File: src/rtl/tdm_domain_arbiter.sv
// rtl/tdm_domain_arbiter.sv - time-division arbiter sharing one pipelined resource between Low and High domains
// The slot schedule is free-running so nothing Low-visible can depend on High activity.
module tdm_domain_arbiter #(
  parameter int DW          = 8,
  parameter int SLOT_CYCLES = 4,
  parameter int RES_LAT     = 1,
  parameter int FIFO_DEPTH  = 2
) (
  input  logic          clk,
  input  logic          rst_n,
  input  logic          lo_req_valid,
  input  logic [DW-1:0] lo_req_data,
  output logic          lo_req_ready,
  input  logic          hi_req_valid,
  input  logic [DW-1:0] hi_req_data,
  output logic          hi_req_ready,
  output logic          cur_dom,
  output logic          res_valid,
  output logic          res_dom,
  output logic [DW-1:0] res_data,
  input  logic          res_rsp_valid,
  input  logic [DW-1:0] res_rsp_data,
  output logic          lo_rsp_valid,
  output logic [DW-1:0] lo_rsp_data,
  output logic          hi_rsp_valid,
  output logic [DW-1:0] hi_rsp_data
);

  localparam int SW = (SLOT_CYCLES > 1) ? $clog2(SLOT_CYCLES) : 1;
  localparam int PW = (FIFO_DEPTH > 1) ? $clog2(FIFO_DEPTH) : 1;
  localparam int CW = $clog2(FIFO_DEPTH + 1);

  localparam logic [SW-1:0] SLOT_LAST = SW'(SLOT_CYCLES - 1);
  localparam logic [SW-1:0] ISSUE_END = SW'(SLOT_CYCLES - RES_LAT);
  localparam logic [CW-1:0] CNT_FULL  = CW'(FIFO_DEPTH);
  localparam logic [PW-1:0] PTR_LAST  = PW'(FIFO_DEPTH - 1);

  localparam logic [1:0] LO_ISSUE = 2'b00;
  localparam logic [1:0] LO_GUARD = 2'b01;
  localparam logic [1:0] HI_ISSUE = 2'b10;
  localparam logic [1:0] HI_GUARD = 2'b11;

  logic [SW-1:0] slot_cnt;
  logic [1:0]    state;
  logic          pop_lo;
  logic          pop_hi;

  logic [DW-1:0] lo_mem [FIFO_DEPTH];
  logic [PW-1:0] lo_wr_ptr;
  logic [PW-1:0] lo_rd_ptr;
  logic [CW-1:0] lo_cnt;
  logic          lo_push;

  logic [DW-1:0] hi_mem [FIFO_DEPTH];
  logic [PW-1:0] hi_wr_ptr;
  logic [PW-1:0] hi_rd_ptr;
  logic [CW-1:0] hi_cnt;
  logic          hi_push;

  logic [RES_LAT-1:0] tag_v;
  logic [RES_LAT-1:0] tag_d;
  logic               lo_hit;
  logic               hi_hit;

  always_ff @(posedge clk or negedge rst_n) begin
    if (!rst_n) begin
      slot_cnt <= '0;
      cur_dom  <= 1'b0;
    end else if (slot_cnt == SLOT_LAST) begin
      slot_cnt <= '0;
      cur_dom  <= ~cur_dom;
    end else begin
      slot_cnt <= slot_cnt + 1'b1;
    end
  end

  // The guard tail of each slot leaves room for the last response to drain.
  always_comb begin
    state  = {cur_dom, slot_cnt >= ISSUE_END};
    pop_lo = 1'b0;
    pop_hi = 1'b0;
    case (state)
      LO_ISSUE:           pop_lo = (lo_cnt != '0);
      HI_ISSUE:           pop_hi = (hi_cnt != '0);
      LO_GUARD, HI_GUARD: ;
      default:            ;
    endcase
  end

  assign lo_req_ready = rst_n && (lo_cnt != CNT_FULL);
  assign hi_req_ready = rst_n && (hi_cnt != CNT_FULL);
  assign lo_push      = lo_req_valid && lo_req_ready;
  assign hi_push      = hi_req_valid && hi_req_ready;

  always_ff @(posedge clk or negedge rst_n) begin
    if (!rst_n) begin
      lo_wr_ptr <= '0;
      lo_rd_ptr <= '0;
      lo_cnt    <= '0;
      for (int i = 0; i < FIFO_DEPTH; i++) lo_mem[i] <= '0;
    end else begin
      if (lo_push) begin
        lo_mem[lo_wr_ptr] <= lo_req_data;
        lo_wr_ptr         <= (lo_wr_ptr == PTR_LAST) ? '0 : lo_wr_ptr + 1'b1;
      end
      if (pop_lo) lo_rd_ptr <= (lo_rd_ptr == PTR_LAST) ? '0 : lo_rd_ptr + 1'b1;
      case ({lo_push, pop_lo})
        2'b10:   lo_cnt <= lo_cnt + 1'b1;
        2'b01:   lo_cnt <= lo_cnt - 1'b1;
        default: ;
      endcase
    end
  end

  always_ff @(posedge clk or negedge rst_n) begin
    if (!rst_n) begin
      hi_wr_ptr <= '0;
      hi_rd_ptr <= '0;
      hi_cnt    <= '0;
      for (int i = 0; i < FIFO_DEPTH; i++) hi_mem[i] <= '0;
    end else begin
      if (hi_push) begin
        hi_mem[hi_wr_ptr] <= hi_req_data;
        hi_wr_ptr         <= (hi_wr_ptr == PTR_LAST) ? '0 : hi_wr_ptr + 1'b1;
      end
      if (pop_hi) hi_rd_ptr <= (hi_rd_ptr == PTR_LAST) ? '0 : hi_rd_ptr + 1'b1;
      case ({hi_push, pop_hi})
        2'b10:   hi_cnt <= hi_cnt + 1'b1;
        2'b01:   hi_cnt <= hi_cnt - 1'b1;
        default: ;
      endcase
    end
  end

  // Idle cycles drive zero data so no High payload lingers on the shared bus.
  always_ff @(posedge clk or negedge rst_n) begin
    if (!rst_n) begin
      res_valid <= 1'b0;
      res_data  <= '0;
    end else begin
      res_valid <= pop_lo || pop_hi;
      res_data  <= pop_lo ? lo_mem[lo_rd_ptr] : (pop_hi ? hi_mem[hi_rd_ptr] : '0);
    end
  end

  assign res_dom = cur_dom;

  always_ff @(posedge clk or negedge rst_n) begin
    if (!rst_n) begin
      tag_v <= '0;
      tag_d <= '0;
    end else begin
      tag_v <= RES_LAT'({tag_v, res_valid});
      tag_d <= RES_LAT'({tag_d, res_dom});
    end
  end

  // Routing follows the tag of the issue that produced the response, not the current slot.
  assign lo_hit = res_rsp_valid && tag_v[RES_LAT-1] && !tag_d[RES_LAT-1];
  assign hi_hit = res_rsp_valid && tag_v[RES_LAT-1] &&  tag_d[RES_LAT-1];

  always_ff @(posedge clk or negedge rst_n) begin
    if (!rst_n) begin
      lo_rsp_valid <= 1'b0;
      lo_rsp_data  <= '0;
      hi_rsp_valid <= 1'b0;
      hi_rsp_data  <= '0;
    end else begin
      lo_rsp_valid <= lo_hit;
      lo_rsp_data  <= lo_hit ? res_rsp_data : '0;
      hi_rsp_valid <= hi_hit;
      hi_rsp_data  <= hi_hit ? res_rsp_data : '0;
    end
  end

endmodule

File: config.mk
export PLATFORM = sky130hd
export DESIGN_NAME = tdm_domain_arbiter
export DESIGN_NICKNAME = d
export VERILOG_FILES = /design/src/rtl/tdm_domain_arbiter.sv
export SDC_FILE = /design/constraint.sdc
export NUM_CORES = 1
export LEC_CHECK = 0
export CAP_MARGIN = 10
export CORE_ASPECT_RATIO = 1.2
export CORE_MARGIN = 5
export CORE_UTILIZATION = 35
export CTS_CLUSTER_DIAMETER = 50
export CTS_CLUSTER_SIZE = 16
export DETAILED_ROUTE_END_ITERATION = 7
export MAX_ROUTING_LAYER = met4
export PLACE_DENSITY = 0.61
export SLEW_MARGIN = 0
export SYNTH_ARGS = -nofsm -noshare
export SYNTH_HDL_FRONTEND = slang
export SYNTH_SLANG_ARGS = --single-unit
export TNS_END_PERCENT = 100
File: constraint.sdc
create_clock -name clk -period 5 [get_ports clk]
set_input_delay 1.5 -clock clk [delete_from_list [all_inputs] [get_ports clk]]
set_output_delay 1.5 -clock clk [all_outputs]
set_load 0.005 [all_outputs]
==> implementation parameters, run 1 <==
Parameter                              Value

Status
  Outcome    finished, final reports clean

Setup path
  Largest driver fanout on the critical path    14
  Critical path start-end classification    input port to output pin
  Endpoint required time on the critical path    3500 ps
  Reg-to-Reg End    lo_cnt[1]$_DFFE_PN0P_
  Internal reg-to-reg setup slack    3300 ps
  Cells on worst reg2reg path    8
  Startpoint types    input port
  Reg2reg start    slot_cnt[0]$_DFF_PN0_
  Kind of end point of the critical path    output pin
  Arrival time at the worst endpoint    2360 ps

Power and ir drop
  Switching power share of the total    0.2819
  Relative contribution of sequential cells to total power    0.472
  Power density over the cells    535.8 mW/mm2
  Clock share of power    0.218
  Net Sw Power    566.7 uW
  Leakage power total    0.001706 uW
  Relative contribution of combinational cells to total power    0.311
  Worst IR Drop VDD    0.0001678 V
  Internal power summed over all cells    1444 uW

GRT
  Number of antenna violations at the first check in global routing    0
  Wire length of the first global-routing pass    8970 um
  Largest net degree at the start of global routing    68
  Grt ovf    0
  GRT Resource Usage Total    0.1231
  Number of global-route vias before repair    1770

STA
  Worst slew margin    0.4501
  Setup skew after layout    5.127 ps
  Ratio of final minimum period to clock period    0.7729
  Number of max-slew violations in the final report    0
  Minimum clock period after layout    3864 ps
  Final setup vio count    0
  Slew of the pin with the lowest slew margin    824.8 ps
  Hold violation count in the final report    0
  RSZ-0062 raised after global routing    no
  Setup TNS    0 ps
  Highest clock rate    258.8 MHz

Clocking
  Root buf cell    clkbuf_8
  Clock tree from TritonCTS    built
  Hold bufs inserted after CTS    0
  Post_cts resized    0
  Number of buffers between clock root and the deepest sink    2
  Clock Pin Slew Worst Setup and Hold Paths    60 ps
  Depth of the CTS H-tree    3
  Cts bufs inserted    9
  Worst skew pair latency    340 ps
  Clock sink total    72
  Setup repair bufs after CTS    0

Synthesis
  Most instantiated library cell after synthesis    dfrtp_1
  Synth cell types    25
  Mapped Area    0.002895 mm2
  Top cell types by occurrence after synthesis    dfrtp_1, and2_1, mux2_2, mux2_4, mux2i_1
  Sequential share of the synthesized area    0.6223
  Async S/R FF share, synth    1.000
  Flip-flop cell with the highest count after synthesis    dfrtp_1
  Synthesized area divided by synthesized cell count    15.24 um2
  Post-Syn Nets    222
  Number of synthesized register bits    72
  Cell type with the highest aggregate area in the netlist    dfrtp_1
  Number of enable flip-flop cells after synthesis    0
  Count of mapped cells out of synthesis    190
  Yosys top cell area share    0.6223
  Total of warnings raised by yosys    0
  Main area contributors after synthesis    dfrtp_1, mux2_4, mux2_2

Placed design
  Total half-perimeter wirelength after legalization and detailed placement    4001 um
  RePlAce Congestion    0.7085
  Count of port buffers added during placement    59
  Instance count after placement with tap cells included    338

Die
  Count of boundary I/O pins    60
  Starting utilization of the core area    0.3571
  Placeable Area    0.008108 mm2
  Die outline height    109.6 um
  Full die area    0.01020 mm2
  Chip Width    93.03 um
  Std cell rows    36

Drt
  Drt pass-1 iters    5
  Drt via density    4.745
  Vias post-DR    1675
  Final routed DRC violation total    0
  Routed Antenna Nets    0
  Final wirelength    5653 um
  DR WL/cell    16.01 um
  Iteration-0 DRC Markers    70

Hold path
  Sink of the worst hold path    tag_v$_DFF_PN0_
  Path class of the lowest-slack min-delay path    flip-flop to flip-flop
  Start point of the worst min-delay path    res_valid$_DFF_PN0_
  Instance count along the most critical hold path    0

Final layout
  NumNets Final    286
  Area growth syn-to-layout    29.60%
  Non-filler cells in the finished layout    353
  Final core utilization    0.4628
  Layout cell share with drive strength beyond 1    0.2132
  Antenna Diode Count    0

Job
  Maximum Capacitance Violations    0
-- worst max path at each step --
stage,start,to,slack [ps],cells after the start
floorplan,rst_n,hi_req_ready,1670,2
global placement,rst_n,lo_req_ready,1120,3
detailed placement,rst_n,hi_req_ready,1120,3
CTS,rst_n,lo_req_ready,1120,3
global route,rst_n,hi_req_ready,1080,3
finish,rst_n,lo_req_ready,1140,3
-- per-layer routing --
metal / track usage / up-vias / share of wire
met3: 0.03559 / 9 / 0.046
met4: 0.06597 / 0 / 0.022
met5: - / - / 0
met2: 0.1961 / 39 / 0.51
met1: 0.1410 / 847 / 0.42
li1: - / 780 / -
-- cell type report --
cell class                 count  area, um2
clock buffer                  11      141.4
tap                           95      118.9
sequential                    72       1802
multi-input combinational    107       1027
inverter                       2      7.507
timing repair buffer          62      610.6
clock inverter                 4      45.04
fill                         741       4355
-- power groups by stage --
stage          Combinational, uW  Sequential, uW  Clock, uW
2_1_floorplan                457             901          0
3_3_place_gp                 623             951          0
3_5_place_dp                 639             957          0
4_1_cts                      638             951        455
5_1_grt                      674             980        478
6_report                     624             949        437
-- kinds of logic (layout without fill, tap and decap cells) --
kind of cell,Yosys count,count (layout),synth area share
flops,72,72,0.6223
xor+xnor,11,11,0.03328
simple gates,35,35,0.08730
mux,48,48,0.2005
fa+ha+maj,3,3,0.01297
buf+inv,11,79,0.02290
compound gates,10,10,0.02074
-- flip-flops by register name (all words and copies together) (netlist names), 2 cells and up --
| signal | flops |
|---|---|
| hi_mem | 16 |
| lo_mem | 16 |
| hi_rsp_data | 8 |
| lo_rsp_data | 8 |
| res_data | 8 |
| hi_cnt | 2 |
| lo_cnt | 2 |
| slot_cnt | 2 |
-- worst max-delay path, stage by stage --
cell,delay (ps)
buf_4,190
and2_1,170
clkdlybuf4s50_1,500
-- metrics by stage --
step                hold WS [ps]  area [um2]  total power, uW  worst slack, ps
finish                     378.3        3752             2010             1136
global route               398.6        3752             2132             1078
CTS                        381.0        3752             2044             1116
detailed placement         365.5        3566             1596             1117
global placement           360.1        3566             1574             1119
floorplan                  375.7        2895             1358             1668
-- layout by cell type, fill, tap and decap left out, drive strengths merged --
master          n
and2           18
and3            1
and4b           2
buf             4
bufinv          1
clkbuf         11
clkdlybuf4s50  58
clkinv          3
dfrtp          72
ha              3
inv             2
mux2           32
mux2i          16
nand2           2
nand2b          2
nand3           2
nand4           2
nor2            5
nor2b           1
o21ai           2
o22ai           8
xnor2           8
xor2            3
Power figures use the tool's default switching activity.
==> run 2, diff against run 1 <==
Clock period 5 ns to 3.6 ns, I/O delays scaled along.
==> implementation parameters, run 2 (same netlist as run 1, synthesis figures left out) <==
Parameter                              Value

Status
  Outcome    finished, final reports clean

Final layout
  Count of fill cells added during filler insertion    717
  Commonest cells after routing, fill and taps aside    dfrtp_1, clkdlybuf4s50_1, and2_1
  Finished layout cell area    0.003777 mm2
  Largest registers in the final layout    hi_mem (16), lo_mem (16)
  Area of the multi-input gates    0.001027 mm2
  Flip-flop and latch area    0.001802 mm2
  NumNets Final    287
  Layout cell share with drive strength beyond 1    0.2231
  Most common cell after layout, fill and taps aside    dfrtp_1
  Area growth syn-to-layout    30.47%
  Final core utilization    0.4659
  Antenna Diode Count    0
  Non-filler cells in the finished layout    355

STA
  Setup TNS    0 ps
  Worst slew margin    0.6023
  Number of max-slew violations in the final report    0
  Minimum clock period after layout    3040 ps
  Slew of the pin with the lowest slew margin    596.1 ps
  Ratio of final minimum period to clock period    0.8444
  Final setup vio count    0
  Highest clock rate    329.0 MHz
  RSZ-0062 raised after global routing    no
  Hold violation count in the final report    0
  Setup skew after layout    13.52 ps

Placed design
  RePlAce Congestion    0.7356
  Count of port buffers added during placement    59
  Placement-stage cell area    0.003573 mm2
  Total half-perimeter wirelength after legalization and detailed placement    3999 um
  Instance count after placement with tap cells included    339

Clocking
  Clock sink total    72
  Clock tree from TritonCTS    built
  Hold bufs inserted after CTS    0
  Setup repair bufs after CTS    0
  Depth of the CTS H-tree    3
  Clock Pin Slew Worst Setup and Hold Paths    80 ps
  Cts bufs inserted    9
  Root buf cell    clkbuf_8
  Post_cts resized    0
  Number of buffers between clock root and the deepest sink    2
  Worst skew pair latency    350 ps

Setup path
  Critical path start-end classification    input port to output pin
  WP depth    3
  Category of cells accounting for the largest share of critical-path delay    buffers and inverters
  Largest driver fanout on the critical path    15
  Worst-path cell chain    buf_4, and2_2, clkdlybuf4s50_1
  Arrival time at the worst endpoint    1960 ps
  Startpoint types    input port
  Endpoint required time on the critical path    2520 ps
  Kind of end point of the critical path    output pin
  Cells on worst reg2reg path    8
  CP peak stage delay    500 ps
  Crit-path slowest cell    clkdlybuf4s50_1
  Number of buffers and inverters on the critical path    2

Power and ir drop
  Leakage power total    0.001708 uW
  Worst IR Drop VDD    0.0002341 V
  Sum of internal, switching and leakage power    2821 uW
  Power density over the cells    746.7 mW/mm2

Drt
  Final wirelength    5531 um
  Drt via density    4.594
  Final routed DRC violation total    0
  Routed Antenna Nets    0
  Drt pass-1 iters    2
  Vias post-DR    1631
  Iteration-0 DRC Markers    35
  DR WL/cell    15.58 um

Die
  Placeable Area    0.008108 mm2
  Count of boundary I/O pins    60
  Die outline height    109.6 um
  Chip Width    93.03 um
  Std cell rows    36
  Full die area    0.01020 mm2
  Starting utilization of the core area    0.3571

GRT
  Number of global-route vias before repair    1818
  GRT Resource Usage Total    0.1222
  Number of antenna violations at the first check in global routing    0
  Wire length of the first global-routing pass    9004 um
  Largest net degree at the start of global routing    42
  Grt ovf    0

Hold path
  Path class of the lowest-slack min-delay path    flip-flop to flip-flop
  Instance count along the most critical hold path    0

Job
  Maximum Capacitance Violations    0
run 2: cell count changes in the layout (fill, tap and decap cells not counted):
cell and delta:
clkinvlp_4 +2, clkbuf_1 -1, clkbuf_8 -1, clkinv_4 +3, buf_4 +1, inv_6 +1, clkinv_2 -3
run 2: metrics by stage:
step                      setup WS, ps  hold slack (ps)
after floorplan                   1108            375.7
after global placement           533.8            393.5
after detailed placement         543.5            394.2
after CTS                        536.6            407.1
after global routing             503.2            415.8
final                            560.2            396.1
run 2: cell type report:
class / instances / area share
Sequential cell: 72 / 0.4770
Multi-Input combinational cell: 107 / 0.2719
Timing Repair Buffer: 63 / 0.1636
Clock buffer: 9 / 0.03279
Tap cell: 95 / 0.03147
Clock inverter: 7 / 0.02120
Inverter: 2 / 0.001987
run 2: report_power, final:
| group | total (uW) | switching, uW | internal (uW) |
|---|---|---|---|
| registers | 1310 | 212 | 1100 |
| logic | 861 | 291 | 570 |
| clock network | 645 | 319 | 325 |
| total | 2820 | 822 | 2000 |
run 2: layer usage:
| layer | share of wire | GRT usage | vias up | routed length (um) |
|---|---|---|---|---|
| met5 | 0 | - | - | 0 |
| met4 | 0.021 | 0.05969 | 0 | 114 |
| met3 | 0.043 | 0.03491 | 7 | 236 |
| met2 | 0.50 | 0.1961 | 36 | 2757 |
| met1 | 0.44 | 0.1416 | 808 | 2423 |
| li1 | - | - | 780 | - |
run 2: path summary, 6_finish.rpt:
check                                      startpoint               endpoint  slack [ps]
min in group asynchronous                       rst_n    cur_dom$_DFFE_PN0P_         570
worst min register to register    res_valid$_DFF_PN0_        tag_v$_DFF_PN0_         400
worst max-delay path                            rst_n           hi_req_ready         560
worst min-delay path              res_valid$_DFF_PN0_        tag_v$_DFF_PN0_         400
max in group asynchronous                       rst_n  hi_mem[8]$_DFFE_PN0P_        2280
worst max register to register  slot_cnt[0]$_DFF_PN0_  hi_cnt[1]$_DFFE_PN0P_        1890
run 2: worst register-to-register path: stages, from the launching register on:
cell	delay, ps
dfrtp_1	380
ha_1	250
nor2b_1	150
o21ai_0	100
buf_4	190
inv_1	60
ha_1	240
nor2_1	130
xor2_1	140
==> run 3, diff against run 2 <==
Clock period 3.6 ns to 2.88 ns, I/O delays scaled along.
==> implementation parameters, run 3 (same netlist as run 1, synthesis figures left out) <==
Parameter                              Value

Status
  Outcome    finished, final reports clean

Drt
  Final wirelength    5520 um
  Final routed DRC violation total    0
  Drt via density    4.681
  Vias post-DR    1671
  Drt pass-1 iters    4
  Routed Antenna Nets    0
  Iteration-0 DRC Markers    55
  DR WL/cell    15.46 um

Die
  Die outline height    109.6 um
  Count of boundary I/O pins    60
  Full die area    0.01020 mm2
  Starting utilization of the core area    0.3571
  Chip Width    93.03 um
  Placeable Area    0.008108 mm2
  Std cell rows    36

Power and ir drop
  Power density over the cells    917.2 mW/mm2
  Worst IR Drop VDD    0.0002795 V
  Leakage power total    0.001722 uW

Setup path
  Critical path start-end classification    input port to output pin
  Crit-path slowest cell    clkdlybuf4s50_1
  Category of cells accounting for the largest share of critical-path delay    buffers and inverters
  Endpoint required time on the critical path    2020 ps
  Number of buffers and inverters on the critical path    2
  Worst-path cell chain    buf_4, and2_2, clkdlybuf4s50_1
  Largest driver fanout on the critical path    10
  Startpoint types    input port
  Arrival time at the worst endpoint    1700 ps
  Kind of end point of the critical path    output pin
  CP peak stage delay    500 ps

Clocking
  Setup repair bufs after CTS    0
  Post_cts resized    0
  Hold bufs inserted after CTS    0
  Clock tree from TritonCTS    built
  Cts bufs inserted    9
  Depth of the CTS H-tree    3
  Worst skew pair latency    340 ps
  Number of buffers between clock root and the deepest sink    2
  Root buf cell    clkbuf_8
  Clock Pin Slew Worst Setup and Hold Paths    70 ps
  Clock sink total    72

STA
  Ratio of final minimum period to clock period    0.8920
  Number of max-slew violations in the final report    0
  Worst slew margin    0.5628
  Final setup vio count    0
  Hold violation count in the final report    0
  Slew of the pin with the lowest slew margin    655.8 ps
  Highest clock rate    389.3 MHz
  RSZ-0062 raised after global routing    no
  Setup TNS    0 ps
  Final hold slack    338.9 ps
  Minimum clock period after layout    2569 ps
  Setup skew after layout    6.459 ps

GRT
  Wire length of the first global-routing pass    9432 um
  Number of antenna violations at the first check in global routing    0
  Number of global-route vias before repair    1886
  Largest net degree at the start of global routing    55
  Grt ovf    0
  GRT Resource Usage Total    0.1270

Final layout
  Antenna Diode Count    0
  Largest registers in the final layout    hi_mem (16), lo_mem (16)
  Area growth syn-to-layout    30.29%
  Commonest cells after routing, fill and taps aside    dfrtp_1, clkdlybuf4s50_1, and2_1
  NumNets Final    289
  Count of fill cells added during filler insertion    736
  Most common cell after layout, fill and taps aside    dfrtp_1
  Layout cell share with drive strength beyond 1    0.2252

Job
  Maximum Capacitance Violations    0

Placed design
  Count of port buffers added during placement    59
  RePlAce Congestion    0.7454
  Total half-perimeter wirelength after legalization and detailed placement    3970 um

Hold path
  Path class of the lowest-slack min-delay path    input port to asynchronous set/reset pin
[run 3: changes by cell type in the layout (fill, tap and decap cells not counted), sizes merged]
cell and change:
inv -1, clkbuf +4, clkinvlp -2, buf +2, bufinv -1
[run 3: power by group]
group          leakage (uW)  internal, uW  switching (uW)  total [uW]
Combinational      0.000730           717             367        1080
Clock             0.0000992           379             356         735
Sequential         0.000893          1380             260        1640
Total               0.00172          2480             983        3460
[run 3: path summary, 6_finish.rpt]
kind	start	to	slack (ps)	depth (start not counted)
setup / recovery	rst_n	hi_req_ready	310	3
hold / removal	rst_n	lo_cnt[1]$_DFFE_PN0P_	340	1
setup reg to reg	slot_cnt[0]$_DFF_PN0_	lo_cnt[1]$_DFFE_PN0P_	1230	8
hold reg to reg	res_valid$_DFF_PN0_	tag_v$_DFF_PN0_	380	0
max in group asynchronous	rst_n	hi_mem[2]$_DFFE_PN0P_	1690	2
min in group clk	res_valid$_DFF_PN0_	tag_v$_DFF_PN0_	380	0
[run 3: area by class of cell]
cell class                      instances  area, um2  area share
Tap cell                               95      118.9     0.03151
Multi-Input combinational cell        107       1027      0.2723
Clock buffer                           13      168.9     0.04478
Clock inverter                          3      15.01    0.003980
Inverter                                2      7.507    0.001990
Timing Repair Buffer                   65      633.1      0.1678
Sequential cell                        72       1802      0.4776
[run 3: per-stage QoR]
stage                     worst slack, ps  std cells    util  cell area, um2  total power (uW)
after floorplan                     819.9        190       -            2895              2358
after global placement              291.5        341  0.4426            3588              2746
after detailed placement            295.1        341  0.4426            3588              2771
after CTS                           293.0        357  0.4653            3772              3520
after global routing                273.2        357  0.4653            3772              3691
final                               311.1        357  0.4653            3772              3460
[run 3: worst reg2reg max path: stages (launching register included)]
cell     delay (ps)
dfrtp_1         380
ha_1            250
nor2_1           90
o21ai_0          80
buf_4           190
inv_1            70
ha_1            240
nor2_1          130
xor2_1          140
[run 3: layer usage]
layer / routed length (um) / GRT usage
met1: 2465 / 0.1524
met2: 2718 / 0.1956
met3: 216 / 0.03765
met4: 119 / 0.06387
met5: 0 / -
